### src/rtl/mem_stage_if.sv
// mem_stage_if: bundles the EXE-side handshake, the data-memory bus and the
// writeback packet of the memory-access stage.
//   ex_*     : op presented by EXE, ex_ready back-pressure
//   dmem_*   : req/gnt/rvalid data-memory bus
//   wb_*     : writeback packet to the register file
//   misalign : one-cycle misaligned-access fault pulse
// master = the stage itself, slave = the surrounding pipeline / memory.
interface mem_stage_if #(
    parameter int unsigned XLEN = 32,
    parameter int unsigned REGW = 5
);
    logic            ex_valid;
    logic            ex_ready;
    logic [XLEN-1:0] ex_alu_y;
    logic [XLEN-1:0] ex_store_data;
    logic [REGW-1:0] ex_rd;
    logic            ex_regwrite;
    logic            ex_memread;
    logic            ex_memwrite;
    logic [2:0]      ex_funct3;

    logic            dmem_req;
    logic            dmem_we;
    logic [XLEN-1:0] dmem_addr;
    logic [XLEN-1:0] dmem_wdata;
    logic [3:0]      dmem_wstrb;
    logic            dmem_gnt;
    logic            dmem_rvalid;
    logic [XLEN-1:0] dmem_rdata;

    logic            wb_valid;
    logic [XLEN-1:0] wb_data;
    logic [REGW-1:0] wb_rd;
    logic            wb_regwrite;
    logic            misalign;

    modport master (
        input  ex_valid, ex_alu_y, ex_store_data, ex_rd, ex_regwrite,
               ex_memread, ex_memwrite, ex_funct3,
               dmem_gnt, dmem_rvalid, dmem_rdata,
        output ex_ready,
               dmem_req, dmem_we, dmem_addr, dmem_wdata, dmem_wstrb,
               wb_valid, wb_data, wb_rd, wb_regwrite, misalign
    );

    modport slave (
        output ex_valid, ex_alu_y, ex_store_data, ex_rd, ex_regwrite,
               ex_memread, ex_memwrite, ex_funct3,
               dmem_gnt, dmem_rvalid, dmem_rdata,
        input  ex_ready,
               dmem_req, dmem_we, dmem_addr, dmem_wdata, dmem_wstrb,
               wb_valid, wb_data, wb_rd, wb_regwrite, misalign
    );
endinterface

### src/rtl/mem_stage.sv
// mem_stage: memory-access stage between EXE and WB. ALU ops retire one
// cycle after accept; loads/stores run a req/gnt(/rvalid) transaction on the
// data-memory bus while holding EXE off via ex_ready. Handles byte/half/word
// sizing, load sign/zero extension and misaligned-access faults.
// Ports:
//   clk  : clock
//   rst  : synchronous active-high reset
//   bus  : mem_stage_if.master (EXE inputs, dmem bus, writeback, misalign)
module mem_stage #(
    parameter int unsigned XLEN = 32,
    parameter int unsigned REGW = 5
) (
    input  logic          clk,
    input  logic          rst,
    mem_stage_if.master   bus
);
    typedef enum logic [1:0] {S_IDLE, S_REQ, S_WAIT} state_t;

    state_t          state_q;
    logic [1:0]      lane_q;
    logic [2:0]      funct3_q;
    logic [REGW-1:0] rd_q;
    logic            regwrite_q;
    logic            is_load_q;

    logic            dmem_req_q;
    logic            dmem_we_q;
    logic [XLEN-1:0] dmem_addr_q;
    logic [XLEN-1:0] dmem_wdata_q;
    logic [3:0]      dmem_wstrb_q;

    logic            wb_valid_q;
    logic [XLEN-1:0] wb_data_q;
    logic [REGW-1:0] wb_rd_q;
    logic            wb_regwrite_q;
    logic            misalign_q;

    logic            is_load_c;
    logic            is_store_c;
    logic            mem_op_c;
    logic            fault_c;
    logic            rw_c;
    logic [1:0]      lane_c;
    logic [3:0]      wstrb_c;
    logic [XLEN-1:0] wdata_c;
    logic [XLEN-1:0] shifted_c;
    logic [XLEN-1:0] load_c;

    // Accept-time decode: op class, alignment fault, store lanes.
    always_comb begin
        is_load_c  = bus.ex_memread;
        is_store_c = bus.ex_memwrite & ~bus.ex_memread;  // load wins if both set
        mem_op_c   = is_load_c | is_store_c;
        lane_c     = bus.ex_alu_y[1:0];
        rw_c       = bus.ex_regwrite & (bus.ex_rd != '0);
        fault_c    = 1'b0;
        wstrb_c    = 4'b1111;
        wdata_c    = bus.ex_store_data;
        case (bus.ex_funct3[1:0])
            2'b00: begin
                wstrb_c = 4'b0001 << lane_c;
                wdata_c = {4{bus.ex_store_data[7:0]}};
            end
            2'b01: begin
                fault_c = lane_c[0];
                wstrb_c = 4'b0011 << lane_c;
                wdata_c = {2{bus.ex_store_data[15:0]}};
            end
            2'b10:   fault_c = |lane_c;
            default: fault_c = 1'b1;
        endcase
        if (is_load_c && (bus.ex_funct3[2:1] == 2'b11)) begin
            fault_c = 1'b1;
        end
        if (!mem_op_c) begin
            fault_c = 1'b0;
        end
    end

    // Load lane select and extension from the captured offset/size.
    always_comb begin
        shifted_c = bus.dmem_rdata >> {lane_q, 3'b000};
        case (funct3_q)
            3'b000:  load_c = {{(XLEN-8){shifted_c[7]}}, shifted_c[7:0]};
            3'b001:  load_c = {{(XLEN-16){shifted_c[15]}}, shifted_c[15:0]};
            3'b100:  load_c = {{(XLEN-8){1'b0}}, shifted_c[7:0]};
            3'b101:  load_c = {{(XLEN-16){1'b0}}, shifted_c[15:0]};
            default: load_c = shifted_c;  // LW: lane is always 0
        endcase
    end

    // Stage FSM with registered bus and writeback outputs.
    always_ff @(posedge clk) begin
        if (rst) begin
            state_q       <= S_IDLE;
            lane_q        <= '0;
            funct3_q      <= '0;
            rd_q          <= '0;
            regwrite_q    <= 1'b0;
            is_load_q     <= 1'b0;
            dmem_req_q    <= 1'b0;
            dmem_we_q     <= 1'b0;
            dmem_addr_q   <= '0;
            dmem_wdata_q  <= '0;
            dmem_wstrb_q  <= '0;
            wb_valid_q    <= 1'b0;
            wb_data_q     <= '0;
            wb_rd_q       <= '0;
            wb_regwrite_q <= 1'b0;
            misalign_q    <= 1'b0;
        end else begin
            wb_valid_q <= 1'b0;
            misalign_q <= 1'b0;
            case (state_q)
                S_IDLE: begin
                    if (bus.ex_valid) begin
                        if (!mem_op_c) begin
                            wb_valid_q    <= 1'b1;
                            wb_data_q     <= bus.ex_alu_y;
                            wb_rd_q       <= bus.ex_rd;
                            wb_regwrite_q <= rw_c;
                        end else if (fault_c) begin
                            // Fault retires immediately with no bus traffic.
                            misalign_q    <= 1'b1;
                            wb_valid_q    <= 1'b1;
                            wb_rd_q       <= bus.ex_rd;
                            wb_regwrite_q <= 1'b0;
                        end else begin
                            lane_q       <= lane_c;
                            funct3_q     <= bus.ex_funct3;
                            rd_q         <= bus.ex_rd;
                            regwrite_q   <= rw_c;
                            is_load_q    <= is_load_c;
                            dmem_req_q   <= 1'b1;
                            dmem_we_q    <= is_store_c;
                            dmem_addr_q  <= {bus.ex_alu_y[XLEN-1:2], 2'b00};
                            dmem_wdata_q <= is_store_c ? wdata_c : '0;
                            dmem_wstrb_q <= is_store_c ? wstrb_c : 4'b0000;
                            state_q      <= S_REQ;
                        end
                    end
                end
                S_REQ: begin
                    if (bus.dmem_gnt) begin
                        dmem_req_q <= 1'b0;
                        if (is_load_q) begin
                            state_q <= S_WAIT;
                        end else begin
                            wb_valid_q    <= 1'b1;
                            wb_rd_q       <= rd_q;
                            wb_regwrite_q <= 1'b0;
                            state_q       <= S_IDLE;
                        end
                    end
                end
                S_WAIT: begin
                    if (bus.dmem_rvalid) begin
                        wb_valid_q    <= 1'b1;
                        wb_data_q     <= load_c;
                        wb_rd_q       <= rd_q;
                        wb_regwrite_q <= regwrite_q;
                        state_q       <= S_IDLE;
                    end
                end
                default: state_q <= S_IDLE;
            endcase
        end
    end

    assign bus.ex_ready    = (state_q == S_IDLE);
    assign bus.dmem_req    = dmem_req_q;
    assign bus.dmem_we     = dmem_we_q;
    assign bus.dmem_addr   = dmem_addr_q;
    assign bus.dmem_wdata  = dmem_wdata_q;
    assign bus.dmem_wstrb  = dmem_wstrb_q;
    assign bus.wb_valid    = wb_valid_q;
    assign bus.wb_data     = wb_data_q;
    assign bus.wb_rd       = wb_rd_q;
    assign bus.wb_regwrite = wb_regwrite_q;
    assign bus.misalign    = misalign_q;
endmodule
### src/flat_wrapper.sv
// flat-port wrapper written by rule: the top's interface ports become plain ports
module mem_stage_flat 
#(
    parameter int unsigned XLEN = 32,
    parameter int unsigned REGW = 5
)
  (clk, rst, bus_ex_valid, bus_ex_alu_y, bus_ex_store_data, bus_ex_rd, bus_ex_regwrite, bus_ex_memread, bus_ex_memwrite, bus_ex_funct3, bus_dmem_gnt, bus_dmem_rvalid, bus_dmem_rdata, bus_ex_ready, bus_dmem_req, bus_dmem_we, bus_dmem_addr, bus_dmem_wdata, bus_dmem_wstrb, bus_wb_valid, bus_wb_data, bus_wb_rd, bus_wb_regwrite, bus_misalign);
  mem_stage_if #(.XLEN(XLEN), .REGW(REGW)) bus_i ();
  input  logic clk;
  input  logic rst;
  input wire logic [$bits(bus_i.ex_valid)-1:0] bus_ex_valid;
  input wire logic [$bits(bus_i.ex_alu_y)-1:0] bus_ex_alu_y;
  input wire logic [$bits(bus_i.ex_store_data)-1:0] bus_ex_store_data;
  input wire logic [$bits(bus_i.ex_rd)-1:0] bus_ex_rd;
  input wire logic [$bits(bus_i.ex_regwrite)-1:0] bus_ex_regwrite;
  input wire logic [$bits(bus_i.ex_memread)-1:0] bus_ex_memread;
  input wire logic [$bits(bus_i.ex_memwrite)-1:0] bus_ex_memwrite;
  input wire logic [$bits(bus_i.ex_funct3)-1:0] bus_ex_funct3;
  input wire logic [$bits(bus_i.dmem_gnt)-1:0] bus_dmem_gnt;
  input wire logic [$bits(bus_i.dmem_rvalid)-1:0] bus_dmem_rvalid;
  input wire logic [$bits(bus_i.dmem_rdata)-1:0] bus_dmem_rdata;
  output wire logic [$bits(bus_i.ex_ready)-1:0] bus_ex_ready;
  output wire logic [$bits(bus_i.dmem_req)-1:0] bus_dmem_req;
  output wire logic [$bits(bus_i.dmem_we)-1:0] bus_dmem_we;
  output wire logic [$bits(bus_i.dmem_addr)-1:0] bus_dmem_addr;
  output wire logic [$bits(bus_i.dmem_wdata)-1:0] bus_dmem_wdata;
  output wire logic [$bits(bus_i.dmem_wstrb)-1:0] bus_dmem_wstrb;
  output wire logic [$bits(bus_i.wb_valid)-1:0] bus_wb_valid;
  output wire logic [$bits(bus_i.wb_data)-1:0] bus_wb_data;
  output wire logic [$bits(bus_i.wb_rd)-1:0] bus_wb_rd;
  output wire logic [$bits(bus_i.wb_regwrite)-1:0] bus_wb_regwrite;
  output wire logic [$bits(bus_i.misalign)-1:0] bus_misalign;
  assign bus_i.ex_valid = bus_ex_valid;
  assign bus_i.ex_alu_y = bus_ex_alu_y;
  assign bus_i.ex_store_data = bus_ex_store_data;
  assign bus_i.ex_rd = bus_ex_rd;
  assign bus_i.ex_regwrite = bus_ex_regwrite;
  assign bus_i.ex_memread = bus_ex_memread;
  assign bus_i.ex_memwrite = bus_ex_memwrite;
  assign bus_i.ex_funct3 = bus_ex_funct3;
  assign bus_i.dmem_gnt = bus_dmem_gnt;
  assign bus_i.dmem_rvalid = bus_dmem_rvalid;
  assign bus_i.dmem_rdata = bus_dmem_rdata;
  assign bus_ex_ready = bus_i.ex_ready;
  assign bus_dmem_req = bus_i.dmem_req;
  assign bus_dmem_we = bus_i.dmem_we;
  assign bus_dmem_addr = bus_i.dmem_addr;
  assign bus_dmem_wdata = bus_i.dmem_wdata;
  assign bus_dmem_wstrb = bus_i.dmem_wstrb;
  assign bus_wb_valid = bus_i.wb_valid;
  assign bus_wb_data = bus_i.wb_data;
  assign bus_wb_rd = bus_i.wb_rd;
  assign bus_wb_regwrite = bus_i.wb_regwrite;
  assign bus_misalign = bus_i.misalign;
  mem_stage #(.XLEN(XLEN), .REGW(REGW)) u_core (.clk(clk), .rst(rst), .bus(bus_i));
endmodule
### config.mk
export PLATFORM = sky130hd
export DESIGN_NAME = mem_stage_flat
export DESIGN_NICKNAME = d
export VERILOG_FILES = /design/src/rtl/mem_stage_if.sv /design/src/rtl/mem_stage.sv /design/src/flat_wrapper.sv
export SDC_FILE = /design/constraint.sdc
export NUM_CORES = 1
export LEC_CHECK = 0
export CAP_MARGIN = 20
export CORE_MARGIN = 2
export CORE_UTILIZATION = 44
export DETAILED_ROUTE_END_ITERATION = 6
export PLACE_DENSITY = 0.8
export SETUP_SLACK_MARGIN = 0.4
export SLEW_MARGIN = 20
export SYNTH_ARGS = -nofsm -noshare
export SYNTH_HDL_FRONTEND = slang
export SYNTH_SLANG_ARGS = --single-unit
### constraint.sdc
create_clock -name clk -period 2.4 [get_ports clk]
set_clock_uncertainty 0.05 [all_clocks]
set_input_delay 0.36 -clock clk [delete_from_list [all_inputs] [get_ports clk]]
set_output_delay 0.36 -clock clk [all_outputs]
set_load 0.03 [all_outputs]
; Word level (Yosys, flattened, before mapping)
; Cells that the tools add are included.
[totals]
ff_bits = 122
elab_cells = 103
[op_classes]
muxes = 45
bitwise = 8
n_shift = 3
n_eq_ne = 16
n_reduce_logical = 15
[ops]
columns = op, n
row1 = 2-to-1 mux 32 bit, 4
row2 = case mux 32 bit (2 select lines), 2
row3 = case mux 32 bit (4 select lines), 1
row4 = >> shifter 32 x 5 -> 32 bit, 1
row5 = 2-to-1 mux 5 bit, 6
row6 = 2-to-1 mux 1 bit, 18
row7 = case mux 5 bit (3 select lines), 1
row8 = 2-to-1 mux 2 bit, 6
row9 = "!= test 2 bit, second input constant", 6
row10 = AND reduction 5 bit, 2
row11 = case mux 1 bit (3 select lines), 3
row12 = case mux 4 bit (2 select lines), 1
row13 = AND reduction 4 bit, 2
row14 = "equality test 2 bit, second input constant", 3
row15 = "equality test 3 bit, second input constant", 2
row16 = case mux 2 bit (3 select lines), 1
row17 = AND reduction 6 bit, 1
row18 = inverter 1 bit, 5
row19 = nonzero test 5 bit, 1
row20 = "equality test 2 x 1 -> 1 bit, second input constant", 2
row21 = logical NOT 2 bit, 2
row22 = 2-to-1 mux 4 bit, 1
row23 = nonzero test 2 bit, 2
row24 = OR reduction 4 bit, 1
row25 = other kinds (12), 13

; Depth between registers and ports, before layout
[depth]
word_depth = 8
mapped_depth = 9
ltp_nobuf = 6

; Worst setup path after synthesis
; OpenSTA, ideal clock, no wires.
[synth_timing]
kind = register to register
startpoint = register u_core.state_q[0]
endpoint = register u_core.dmem_wdata_q[16] (netlist: u_core.bus.dmem_wdata[16])
t_required_ns = 2.280
n_path_buf = 2
path_slack_ns = 0.190
setup_ns = 0.070
arrival_time_ns = 2.090
stages_incl_launch_ff = 9
path_cell_list = dfxtp_1 > inv_1 > ha_1 > buf_2 > o211ai_1 > or2_2 > or3_1 > clkbuf_1 > o2bb2ai_1
[synth_between]
elab_chain_len = 2
[synth_lines]
columns = element, line
row1 = from (decl), mem_stage.sv:19  ; state_t state_q;
row2 = from (signal assigned), mem_stage.sv:95  ; state_q <= S_IDLE;
row3 = from (signal assigned), mem_stage.sv:139  ; state_q <= S_REQ;
row4 = from (signal assigned), mem_stage.sv:147  ; state_q <= S_WAIT;
row5 = logical NOT 2 bit, n/a
row6 = named net bus_ex_ready, flat_wrapper.sv:22  ; output wire logic [$bits(bus_i.ex_ready)-1:0] bus_ex_ready;
row7 = AND reduction 4 bit (no line), n/a
row8 = to (signal assigned), mem_stage.sv:137  ; dmem_wdata_q <= is_store_c ? wdata_c : '0;
row9 = to (decl), mem_stage.sv:29  ; logic [XLEN-1:0] dmem_wdata_q;
; The timed path passes the listed nets, and every way through them passes these cells.
; A chain may end at the register's enable or synchronous reset.

; Final worst setup path
[layout_timing]
startpoint = input port bus_ex_memread
endpoint = register u_core.wb_data_q[29] (netlist: u_core.bus.wb_data[29])
[layout_between]
elab_chain_len = 5
[layout_lines]
columns = element, line
row1 = from (decl), flat_wrapper.sv:16  ; input wire logic [$bits(bus_i.ex_memread)-1:0] bus_ex_memread;
row2 = inverter 1 bit, mem_stage.sv:52  ; is_store_c = bus.ex_memwrite & ~bus.ex_memread;
row3 = bitwise AND 1 bit, mem_stage.sv:52
row4 = bitwise OR 1 bit *, mem_stage.sv:53  ; mem_op_c = is_load_c | is_store_c;
row5 = != test 2 bit (no line) *, n/a
row6 = AND reduction 4 bit (no line) *, n/a
row7 = to (signal assigned), mem_stage.sv:119  ; wb_data_q <= bus.ex_alu_y;
row8 = to (signal assigned), mem_stage.sv:159  ; wb_data_q <= load_c;
row9 = to (decl), mem_stage.sv:33  ; logic [XLEN-1:0] wb_data_q;
; Mark *: on every way between the ends. The rest lies on a longest branch, timed or not.

==> flow_metrics.tcl <==
set metrics [dict create \
    status "completed" \
    finalWirelength_um 19870 \
    p_sw_mw 1.713 \
    die-area_mm2 0.01416 \
    layout_commonest_cell "clkdlybuf4s50_1" \
    synth_seq_cells 122 \
    post-route-min-period_ns 2.036 \
    fmax_mhz 491.3 \
    cts_tree "done" \
    synth_cell_types 48 \
    row_count 42 \
    synthCells 688 \
    maxCapViolCount 0 \
    grtUsageMet1 0.3284 \
    core_region_area_mm2 0.01309 \
    cts_max_level 4 \
    hold_viol 0 \
    num_vias 6099 \
    worstPathArrival_ns 2.30 \
    port_buffers 220 \
    vdd_drop_max_uv 421.0 \
    synthFlopType "dfxtp_1" \
    nNetsFinal 1030 \
    powerDensity_mw_per_mm2 643.2 \
    dp_hpwl_um 13670 \
    drive_above_1_share 0.1284 \
    final_util 0.7012 \
    gr-usage-met2 0.4177 \
    antenna_found_initial 0 \
    area_growth_pct 57.67 \
    synth-seq-area-share 0.4197 \
    required_ns 2.66 \
    fp.dieW_um 119.0 \
    synthTopCellsByArea "dfxtp_1 (42%), mux2i_1 (9.3%), nand2_1 (8.5%)" \
    p_comb_frac 0.238 \
    slew_headroom 0.5665 \
    use_met3 0.09818 \
    grt_pass1_vias 5611 \
    synth_warnings 0 \
    seq_power_share 0.377 \
    synthArstFlopShare 0 \
    clk_pin_slew_worst_paths_ns 0.05 \
    syn_avg_cell_area_um2 8.458 \
    antenna_left 0 \
    synth_edf_count 0 \
    overflow 0 \
    maxSlewViolCount 0 \
    track_usage 0.2628 \
    synth_top_area_share 0.4197 \
    root_buffer "clkbuf_16" \
    clk_latency_ns 0.42 \
    grt_max_degree 88 \
    cp-end-kind "flop" \
    cp-start-kind "primary input" \
    antennaDiodeCount 0 \
    critPathMaxFanout 9 \
    critPathKind "primary input to flop" \
    numCtsBuffers 17 \
    clkPwrFrac 0.385 \
    cts_sinks 122 \
    tightestPinTransition_ns 0.6486 \
    initial_utilization 0.4447 \
    fp.dieH_um 119.0 \
    synth_largest_area_cell "dfxtp_1" \
    min_path_type "primary input to flop" \
    globalplace.congestion 0.8578 \
    final.period_utilization 0.8482 \
    syn_area_mm2 0.005819 \
    drc 0 \
    p_leak_nw 3.293 \
    firstDrtPassIters 5 \
    internal-power_mw 4.188 \
    pin_count 223 \
    holdWs_ns 0.2822 \
    swShare 0.2903 \
    wl_per_cell_um 18.01 \
    rsz0062_at_grt "yes" \
    setup_violations 0 \
    viasPerCell 5.529 \
    cts_buffer_depth 2 \
    grt_pass1_wl_um 29390 \
    grt_most_used_layer "met2" \
    drt_iter0_markers 519 \
    mostFrequentLayoutCells "clkdlybuf4s50_1 (216), nand2_1 (132), dfxtp_1 (120)" \
]
-- logic make-up after synthesis --
kind of cell / after synthesis / synth area share
compound gates: 204 / 0.2331
fa+ha+maj: 4 / 0.008601
buf+inv: 65 / 0.04966
flops: 122 / 0.4197
mux: 59 / 0.1077
other cells: 1 / 0.0006444
simple gates: 233 / 0.1806
-- sequential cells by signal, indices dropped and copies added, names as in the netlist, 2 cells and up --
signal                 count
u_core.lane_q              2
u_core.bus.dmem_addr      30
u_core.bus.dmem_wstrb      4
u_core.funct3_q            3
u_core.bus.wb_rd           5
u_core.bus.dmem_wdata     32
u_core.bus.wb_data        32
u_core.state_q             2
u_core.rd_q                5
-- power by group through the flow --
stage / Combinational, mW / Clock [mW] / Sequential (mW)
floorplan: 0.485 / 0 / 2.47
global placement: 1.30 / 0 / 2.26
detailed placement: 1.31 / 0 / 2.26
CTS: 1.34 / 2.29 / 2.22
global route: 1.49 / 2.39 / 2.23
finish: 1.41 / 2.27 / 2.22
-- worst max-delay path, stage by stage --
cell and delay [ns]:
clkdlybuf4s50_1 0.41, buf_6 0.14, or3b_4 0.39, buf_4 0.16, a211oi_4 0.27, buf_6 0.17
o21ai_1 0.08, a221oi_1 0.31
-- routing by layer --
metal	vias to the layer above	routed length [um]	part of all wire
met5	-	0	0
met4	0	453	0.023
met3	30	1973	0.099
met2	311	9346	0.47
met1	2847	8092	0.41
li1	2911	-	-
-- synth_stat cells, types with 3 or more instances --
| cell | number |
|---|---|
| nand2_1 | 132 |
| dfxtp_1 | 122 |
| a21oi_1 | 77 |
| mux2i_1 | 54 |
| nor2_1 | 37 |
| clkbuf_1 | 36 |
| o21ai_0 | 27 |
| a211oi_1 | 22 |
| a22o_1 | 16 |
| nand3b_1 | 16 |
| buf_2 | 15 |
| o2bb2ai_1 | 12 |
| nor2b_1 | 11 |
| a31oi_1 | 10 |
| or3_1 | 10 |
| nand3_1 | 9 |
| a221oi_1 | 8 |
| o211ai_1 | 8 |
| o41ai_1 | 8 |
| a21o_1 | 5 |
| nand2b_1 | 5 |
| buf_1 | 4 |
| ha_1 | 4 |
| inv_1 | 4 |
| nor3_1 | 4 |
| or2_2 | 4 |
| buf_4 | 3 |
-- final timing paths --
path                           start                      end  slack, ns  cells past startpoint
max                   bus_ex_memread   u_core.bus.wb_data[29]       0.36                      8
min reg2reg  u_core.bus.dmem_addr[4]  u_core.bus.dmem_addr[4]       0.40                      2
max reg2reg        u_core.state_q[0]   u_core.bus.wb_data[29]       0.46                      8
min                              rst           u_core.rd_q[3]       0.28                      2
-- cell type report --
| cell class | instances | area (um^2) |
|---|---|---|
| fillers | 1001 | 3910 |
| multi-input cells | 502 | 3262 |
| repair buffers | 266 | 2694 |
| flip-flops and latches | 122 | 2447 |
| clock buffers | 23 | 478.0 |
| well taps | 176 | 220.2 |
| clock inverters | 9 | 47.55 |
| inverters | 5 | 26.28 |
-- metrics by stage --
stage	setup TNS [ns]	setup WS (ns)	instances	cell area, um^2	power (mW)
2_1_floorplan	0	0.4139	689	5839	2.957
3_3_place_gp	-5.262	-0.1712	1059	8324	3.563
3_5_place_dp	-6.669	-0.1997	1059	8324	3.576
4_1_cts	0	0.3505	1095	8920	5.853
5_1_grt	0	0.3358	1103	9175	6.115
6_report	0	0.3644	1103	9175	5.901
-- timing repair --
item,CTS,global route
setup endpoints to repair,72,101
cloned,0,1
setup buffers,4,7
pin swaps,3,17
gates resized for setup,12,36
hold buffers,0,0
Power figures use the tool's default switching activity.
